--- src/rtl/mips_pkg.sv ---
// Shared types and constants for the MIPS-style fetch front end.
package mips_pkg;

  localparam int unsigned WORD_W = 32;

  localparam logic [WORD_W-1:0] RESET_PC_DEFAULT = 32'h0000_0000;

  typedef enum logic [1:0] {
    IDLE  = 2'd0,
    FETCH = 2'd1,
    ISSUE = 2'd2
  } fetch_state_e;

  // Branch displacement is a signed word offset; scale to bytes.
  function automatic logic [WORD_W-1:0] branch_offset(input logic [15:0] imm);
    branch_offset = {{14{imm[15]}}, imm, 2'b00};
  endfunction

endpackage

--- src/rtl/npc.sv ---
// Combinational next-PC selection: jump, taken branch, or fall-through.
module npc
  import mips_pkg::*;
(
  input  logic [WORD_W-1:0] pc,
  input  logic [WORD_W-1:0] instr,
  input  logic              J,
  input  logic              B,
  input  logic              Zero,
  output logic [WORD_W-1:0] next_pc
);

  logic [WORD_W-1:0] pc4;
  logic [WORD_W-1:0] jump_target;
  logic [WORD_W-1:0] branch_target;
  logic              unused_opcode;

  assign pc4           = pc + 32'd4;
  assign jump_target   = {pc4[31:28], instr[25:0], 2'b00};
  assign branch_target = pc4 + branch_offset(instr[15:0]);
  assign unused_opcode = ^instr[31:26];

  // Jump wins over branch when the decoder raises both.
  always_comb begin
    next_pc = pc4;
    if (J) begin
      next_pc = jump_target;
    end else if (B && Zero) begin
      next_pc = branch_target;
    end
  end

endmodule

--- src/rtl/instr_fetch.sv ---
// Instruction fetch stage: requests a word at pc, holds it for the decoder,
// then advances pc once the downstream stage releases it.
module instr_fetch
  import mips_pkg::*;
#(
  parameter logic [WORD_W-1:0] RESET_PC = RESET_PC_DEFAULT
) (
  input  logic              clk,
  input  logic              rst,
  input  logic              J,
  input  logic              B,
  input  logic              Zero,
  input  logic              stall,
  output logic              imem_req,
  output logic [WORD_W-1:0] imem_addr,
  input  logic              imem_ready,
  input  logic [WORD_W-1:0] imem_rdata,
  output logic [WORD_W-1:0] instr,
  output logic              instr_valid,
  output logic [WORD_W-1:0] pc,
  output logic [WORD_W-1:0] retired
);

  fetch_state_e      state_q, state_d;
  logic [WORD_W-1:0] pc_q, pc_d;
  logic [WORD_W-1:0] instr_q, instr_d;
  logic [WORD_W-1:0] retired_q, retired_d;
  logic [WORD_W-1:0] next_pc;
  logic              unused_npc_lsb;

  npc u_npc (
    .pc      (pc_q),
    .instr   (instr_q),
    .J       (J),
    .B       (B),
    .Zero    (Zero),
    .next_pc (next_pc)
  );

  assign unused_npc_lsb = ^next_pc[1:0];

  always_ff @(posedge clk) begin
    if (rst) begin
      state_q   <= IDLE;
      pc_q      <= {RESET_PC[WORD_W-1:2], 2'b00};
      instr_q   <= '0;
      retired_q <= '0;
    end else begin
      state_q   <= state_d;
      pc_q      <= pc_d;
      instr_q   <= instr_d;
      retired_q <= retired_d;
    end
  end

  // Decoder flags and stall only matter while an instruction is on display.
  always_comb begin
    state_d   = state_q;
    pc_d      = pc_q;
    instr_d   = instr_q;
    retired_d = retired_q;
    case (state_q)
      IDLE: begin
        state_d = FETCH;
      end
      FETCH: begin
        if (imem_ready) begin
          instr_d = imem_rdata;
          state_d = ISSUE;
        end
      end
      ISSUE: begin
        if (!stall) begin
          pc_d      = {next_pc[WORD_W-1:2], 2'b00};
          retired_d = retired_q + 32'd1;
          state_d   = FETCH;
        end
      end
      default: begin
        state_d = IDLE;
      end
    endcase
  end

  assign imem_req    = (state_q == FETCH);
  assign imem_addr   = pc_q;
  assign instr_valid = (state_q == ISSUE);
  assign instr       = instr_q;
  assign pc          = pc_q;
  assign retired     = retired_q;

endmodule
--- config.mk ---
export PLATFORM = sky130hd
export DESIGN_NAME = instr_fetch
export DESIGN_NICKNAME = d
export VERILOG_FILES = /design/src/rtl/mips_pkg.sv /design/src/rtl/npc.sv /design/src/rtl/instr_fetch.sv
export SDC_FILE = /design/constraint.sdc
export NUM_CORES = 1
export LEC_CHECK = 0
export CAP_MARGIN = 15
export CELL_PAD_IN_SITES_DETAIL_PLACEMENT = 0
export CELL_PAD_IN_SITES_GLOBAL_PLACEMENT = 1
export CORE_MARGIN = 1
export CORE_UTILIZATION = 37
export CTS_BUF_LIST = sky130_fd_sc_hd__clkbuf_4
export DETAILED_ROUTE_END_ITERATION = 8
export GPL_TIMING_DRIVEN = 0
export HOLD_SLACK_MARGIN = 0.1
export PLACE_DENSITY_LB_ADDON = 0.2
export SLEW_MARGIN = 20
export SYNTH_ARGS = -nofsm -noshare
export SYNTH_HDL_FRONTEND = slang
export SYNTH_SLANG_ARGS = --single-unit
--- constraint.sdc ---
create_clock -name clk -period 4.31 [get_ports clk]
set_input_delay 0.6465 -clock clk [delete_from_list [all_inputs] [get_ports clk]]
set_output_delay 0.6465 -clock clk [all_outputs]
set_load 0.05 [all_outputs]
==> results of run 1 <==
[worst max-delay path: stages (launching register included)]
cell	delay (ps)
dfxtp_1	570
and4_1	310
and4_4	280
nand3_4	100
or4_4	560
xnor2_1	150
ha_1	360
nand2_1	110
nor4_2	380
a21oi_1	160
o211ai_1	360
a21oi_1	70
or4_1	520
[cell usage in the layout (no fill, tap or decap), drive strengths merged, types with 17 or more instances in the layout]
cell and count:
xnor2 36, nand3 25, nand4 20, clkbuf 43, xor2 34, a21oi 93
o21ai 38, nor2 71, inv 17, ha 38, buf 42, dfxtp 96
clkdlybuf4s50 163, nand2 145
[how the worst min path moves through the flow]
stage,from,to
finish,instr[28],instr[28]
CTS,instr[28],instr[28]
floorplan,state_q[1],state_q[0]
global placement,instr[29],instr[29]
detailed placement,instr[28],instr[28]
global route,instr[31],instr[31]
[flip-flops by register name (all words and copies together), names as in the netlist]
| name | flops |
|---|---|
| retired | 32 |
| instr | 32 |
| state_q | 2 |
| imem_addr | 30 |
[power by group through the flow]
| stage | Combinational [µW] | Clock [µW] | Sequential, µW |
|---|---|---|---|
| 2_1_floorplan | 190 | 0 | 1030 |
| 3_3_place_gp | 406 | 0 | 963 |
| 3_5_place_dp | 406 | 0 | 964 |
| 4_1_cts | 408 | 524 | 945 |
| 5_1_grt | 438 | 551 | 949 |
| 6_report | 408 | 510 | 945 |
[logic make-up (layout without fill, tap and decap cells)]
logic type,Yosys count,in the layout,synth area share
adder cells (fa/ha/maj),39,39,0.0740
buffers and inverters,90,272,0.0705
flip-flops,96,96,0.287
XOR/XNOR,70,70,0.0916
multiplexers,1,1,0.00150
other,1,4,0.000560
AND/OR/NAND/NOR,354,354,0.258
AO/OA/AOI/OAI,227,227,0.217
[metrics by stage]
step | setup WS (ps) | power, µW | hold WS, ps
after floorplan | 323 | 1220 | 571
final | 279 | 1860 | 465
after detailed placement | 71.2 | 1370 | 449
after global placement | 99.8 | 1370 | 443
after CTS | 37.5 | 1880 | 469
after global routing | 48.3 | 1940 | 492
[timing repair]
item	4_1_cts	5_1_grt
hold buffers	0	0
resized for setup	0	8
setup buffers	0	3
setup endpoints to repair	0	1
[per-layer routing]
metal  track usage  wire, µm  up-vias
met5             0         0        -
met4        0.0469       291        0
met3        0.0533      1340       22
met2         0.380     10100      202
met1         0.309     10000     3175
li1              -         -     3464
[final cells by class]
class	count	area [µm²]
fill	1771	8680
multi-input combinational	695	4320
sequential	96	1930
timing repair buffer	166	1650
buffer	73	408
tap	225	282
clock inverter	7	70.1
clock buffer	9	67.6
inverter	17	63.8
==> flow_summary.json, run 1 <==
{
  "outcome": "complete, no violations",
  "place_congestion": 0.895,
  "ys.flop_type": "dfxtp_1",
  "slew_headroom": 0.278,
  "cp-end-kind": "register",
  "netSwitchingFraction": 0.337,
  "vias": 6863,
  "antenna_found_initial": 0,
  "route.detailed.drc": 0,
  "drtIter0Drc": 513,
  "slew_violations": 0,
  "crit_path_end": "imem_addr[31]",
  "switchingPower_uw": 627,
  "p_seq_frac": 0.507,
  "ys_ff_latch": 96,
  "synth_edf_count": 0,
  "worstSetupPathType": "reg2reg",
  "skew_ps": 13.9,
  "startpoint": "imem_addr[15]",
  "clk_path_buf_depth": 2,
  "grt_max_degree": 27,
  "syn2layout_area_growth_pct": 31.4,
  "tightest_slew_ps": 1080,
  "fin_util": 0.503,
  "grt_overflow": 0,
  "hold_class": "reg2reg",
  "r2r_slack_ps": 280,
  "antennaDiodeCount": 0,
  "clockRootBuffer": "clkbuf_4",
  "synth_top_area_cell": "dfxtp_1",
  "grt_pass1_vias": 6210,
  "place_inst": 1269,
  "routed_wl_um": 21800,
  "track_usage": 0.232,
  "p_comb_frac": 0.219,
  "place_area_mm2": 0.00862,
  "instances_no_fill": 1288,
  "tritoncts": "built",
  "cts_htree_levels": 3,
  "r2r-start": "imem_addr[15]",
  "worst-path-max-fanout": 7,
  "design.die.area_mm2": 0.0186,
  "required_ps": 4690,
  "syn_area_mm2": 0.00669,
  "clk_latency_ps": 480,
  "clk_transition_reported_paths_ps": 160,
  "fin_setup_tns_ps": 0,
  "seq_area_frac_synth": 0.287,
  "fin_crit_sh": 0.935,
  "fin_area_mm2": 0.00879,
  "rsz0062_at_grt": "false",
  "yosysUniqueCellTypes": 76,
  "dr.pass1.iters": 5,
  "min_path_cells": 2,
  "die_width_um": 136,
  "synthTopCellsByArea": "dfxtp_1 29%, nand2_1 8.1%, ha_1 7.1%, a21oi_1 6.8%, xnor2_1 4.7%",
  "vdd_ir_drop_max_mv": 0.123,
  "fmax_mhz": 248,
  "rr_endpoint": "imem_addr[31]",
  "cts_buffers": 9,
  "drv_cap": 0,
  "internal-power_uw": 1240,
  "ios": 169,
  "syn_avg_cell_area_um2": 7.62,
  "cts_sinks": 96,
  "powerDensity_mw_per_mm2": 212,
  "arrival_ps": 4410,
  "setup_viol": 0,
  "synthTopCellsByCount": "145 x nand2_1, 96 x dfxtp_1, 91 x a21oi_1, 71 x nor2_1, 38 x ha_1",
  "viasPerCell": 5.33,
  "yosys_warnings": 0,
  "initial_core_util": 0.383,
  "drtAntennaViolNets": 0,
  "hpwl_um": 16900,
  "port_buffers": 163,
  "drive_gt1_frac": 0.0800,
  "core-area_mm2": 0.0175,
  "p_leak_uw": 0.00324,
  "p_clk_frac": 0.274,
  "worst-r2r-cell-count": 12,
  "async_flop_share": 0,
  "die_h_um": 136,
  "fin_crit_ps": 4030,
  "wl_per_cell_um": 16.9,
  "grt_pass1_wl_um": 33100,
  "yosysMostFrequentCell": "nand2_1",
  "nNetsFinal": 1136,
  "crit_path_start_kind": "register",
  "num_rows": 48,
  "synth.top_cell.area_share": 0.287,
  "netlist_instances": 878,
  "final_hold_viol_count": 0
}
(Power assumes the default switching activity.)
==> run 2, diff against run 1 <==
Settings changed: ABC_AREA from default to 1, CORE_UTILIZATION 37 to 36, SLEW_MARGIN 20 to default.
==> flow_summary.json, run 2 <==
{
  "outcome": "complete, no violations",
  "cp-end-kind": "register",
  "drtAntennaViolNets": 0,
  "clk_transition_reported_paths_ps": 160,
  "worst-path-max-fanout": 9,
  "track_usage": 0.257,
  "synthTopCellsByCount": "358 x nand2_1, 169 x inv_1, 132 x a21oi_1, 104 x nor2_1, 98 x nand3_1",
  "startpoint": "imem_addr[2]",
  "slew_headroom": 0.336,
  "netlist_instances": 1263,
  "r2r-start": "imem_addr[2]",
  "p_leak_uw": 0.00419,
  "wl_per_cell_um": 16.0,
  "syn_area_mm2": 0.00768,
  "drv_cap": 0,
  "wl_met3_um": 1860,
  "yosysMostFrequentCell": "nand2_1",
  "powerDensity_mw_per_mm2": 187,
  "slew_violations": 0,
  "ios": 169,
  "port_buffers": 162,
  "fin_util": 0.466,
  "clockRootBuffer": "clkbuf_4",
  "viasPerCell": 4.92,
  "place_congestion": 0.903,
  "fin_crit_ps": 3580,
  "grt_pass1_vias": 7980,
  "grt_pass1_wl_um": 43300,
  "synth_edf_count": 0,
  "syn2layout_area_growth_pct": 27.2,
  "synth_top_area_cell": "dfxtp_1",
  "m1WireLength_um": 12500,
  "grt_overflow": 0,
  "drtIter0Drc": 499,
  "yosys_warnings": 0,
  "vdd_ir_drop_max_mv": 0.114,
  "cts_htree_levels": 3,
  "skew_ps": 32.0,
  "tightest_slew_ps": 995,
  "seq_area_frac_synth": 0.250,
  "cts_setup_buffers": 0,
  "whs_ps": 475,
  "die_width_um": 148,
  "worstSetupPathType": "reg2reg",
  "cts_sinks": 96,
  "num_rows": 53,
  "required_ps": 4660,
  "core-area_mm2": 0.0210,
  "yosysUniqueCellTypes": 41,
  "ys_ff_latch": 96,
  "wl_met2_um": 12700,
  "hpwl_um": 22500,
  "setup_viol": 0,
  "vias": 8460,
  "cts_hold_buf": 0,
  "arrival_ps": 3930,
  "crit_path_end": "imem_addr[21]",
  "rr_endpoint": "imem_addr[21]",
  "drive_gt1_frac": 0.0638,
  "mostFrequentLayoutCell": "nand2_1",
  "clk_path_buf_depth": 2,
  "final_cell_mix": "358 x nand2_1, 169 x inv_1, 162 x clkdlybuf4s50_1",
  "fmax_mhz": 279,
  "tritoncts": "built",
  "fin_setup_tns_ps": 0,
  "grt_max_degree": 24,
  "hold_class": "reg2reg",
  "antenna_found_initial": 1,
  "routed_wl_um": 27600,
  "top_layer_used": "met4",
  "route.detailed.drc": 0,
  "crit_path_start_kind": "register",
  "die_h_um": 148,
  "final_hold_viol_count": 0,
  "synth.top_cell.area_share": 0.250,
  "nNetsFinal": 1517,
  "initial_core_util": 0.366,
  "synthTopCellsByArea": "dfxtp_1 25%, nand2_1 17%, a21oi_1 8.6%, inv_1 8.3%, nand3_1 6.4%",
  "cts_buffers": 9,
  "rsz0062_at_grt": "false",
  "fin_crit_sh": 0.831,
  "ys.flop_type": "dfxtp_1",
  "worst-r2r-cell-count": 19,
  "syn_avg_cell_area_um2": 6.08,
  "design.die.area_mm2": 0.0219,
  "clk_latency_ps": 500,
  "async_flop_share": 0,
  "r2r_slack_ps": 730,
  "holdCritStartpoint": "instr[29]",
  "cts_resized": 0,
  "dr.pass1.iters": 8
}
## run 2: changes by cell type after synthesis, moves of 31 or more
cell,change
nor2_1,+33
nand2_1,+213
inv_1,+154
nand3_1,+74
xnor2_1,-31
a21oi_1,+41
## run 2: final cells by class
class | count | area, µm²
inverter | 171 | 642
sequential | 96 | 1920
timing repair buffer | 162 | 1620
clock inverter | 6 | 42.5
multi-input combinational | 928 | 4730
fill | 2318 | 11200
clock buffer | 9 | 67.6
tap | 275 | 344
antenna | 1 | 2.50
buffer | 71 | 402
## run 2: worst min-delay path by stage
stage	cells after the start	slack, ps	end
6_report	2	480	instr[29]
5_1_grt	2	480	instr[29]
4_1_cts	2	470	instr[29]
3_5_place_dp	2	460	instr[29]
3_3_place_gp	2	450	instr[27]
2_1_floorplan	3	510	state_q[0]
## run 2: routing by layer
layer	vias to the layer above	track usage
li1	4385	-
met1	3795	0.337
met2	245	0.429
met3	35	0.0485
met4	0	0.0716
met5	-	0
## run 2: cells by family after synthesis
kind of cell	Yosys count	share of synthesized area
adder cells (fa/ha/maj)	39	0.0645
buffers and inverters	242	0.136
XOR/XNOR	29	0.0350
other	1	0.000488
AND/OR/NAND/NOR	644	0.368
AO/OA/AOI/OAI	212	0.146
flip-flops	96	0.250
## run 2: per-stage QoR
step	setup slack [ps]	power, µW	cells	instance area, µm²
floorplan	1210	1220	1266	7690
global placement	854	1390	1703	9660
detailed placement	803	1390	1703	9660
CTS	744	1840	1718	9770
global route	391	1920	1719	9770
finish	730	1830	1719	9770
## run 2: worst max-delay path, cell delays in order, from the launching register on
cell	delay [ps]
dfxtp_1	600
ha_1	220
nand3_1	120
nor2_4	240
nand3_2	150
nor2_4	150
xor2_1	230
inv_1	80
ha_1	370
nand2_1	120
nor2_1	220
inv_1	60
nor2_1	240
nand4_1	190
nand3_1	130
nand2_1	50
nand3_1	80
nand2_1	70
nand2_1	60
a21oi_1	60
## run 2: where the power goes
part / switching (µW) / total, µW / internal (µW)
sequential: 31.9 / 944 / 912
combinational: 280 / 426 / 147
clock: 343 / 461 / 118
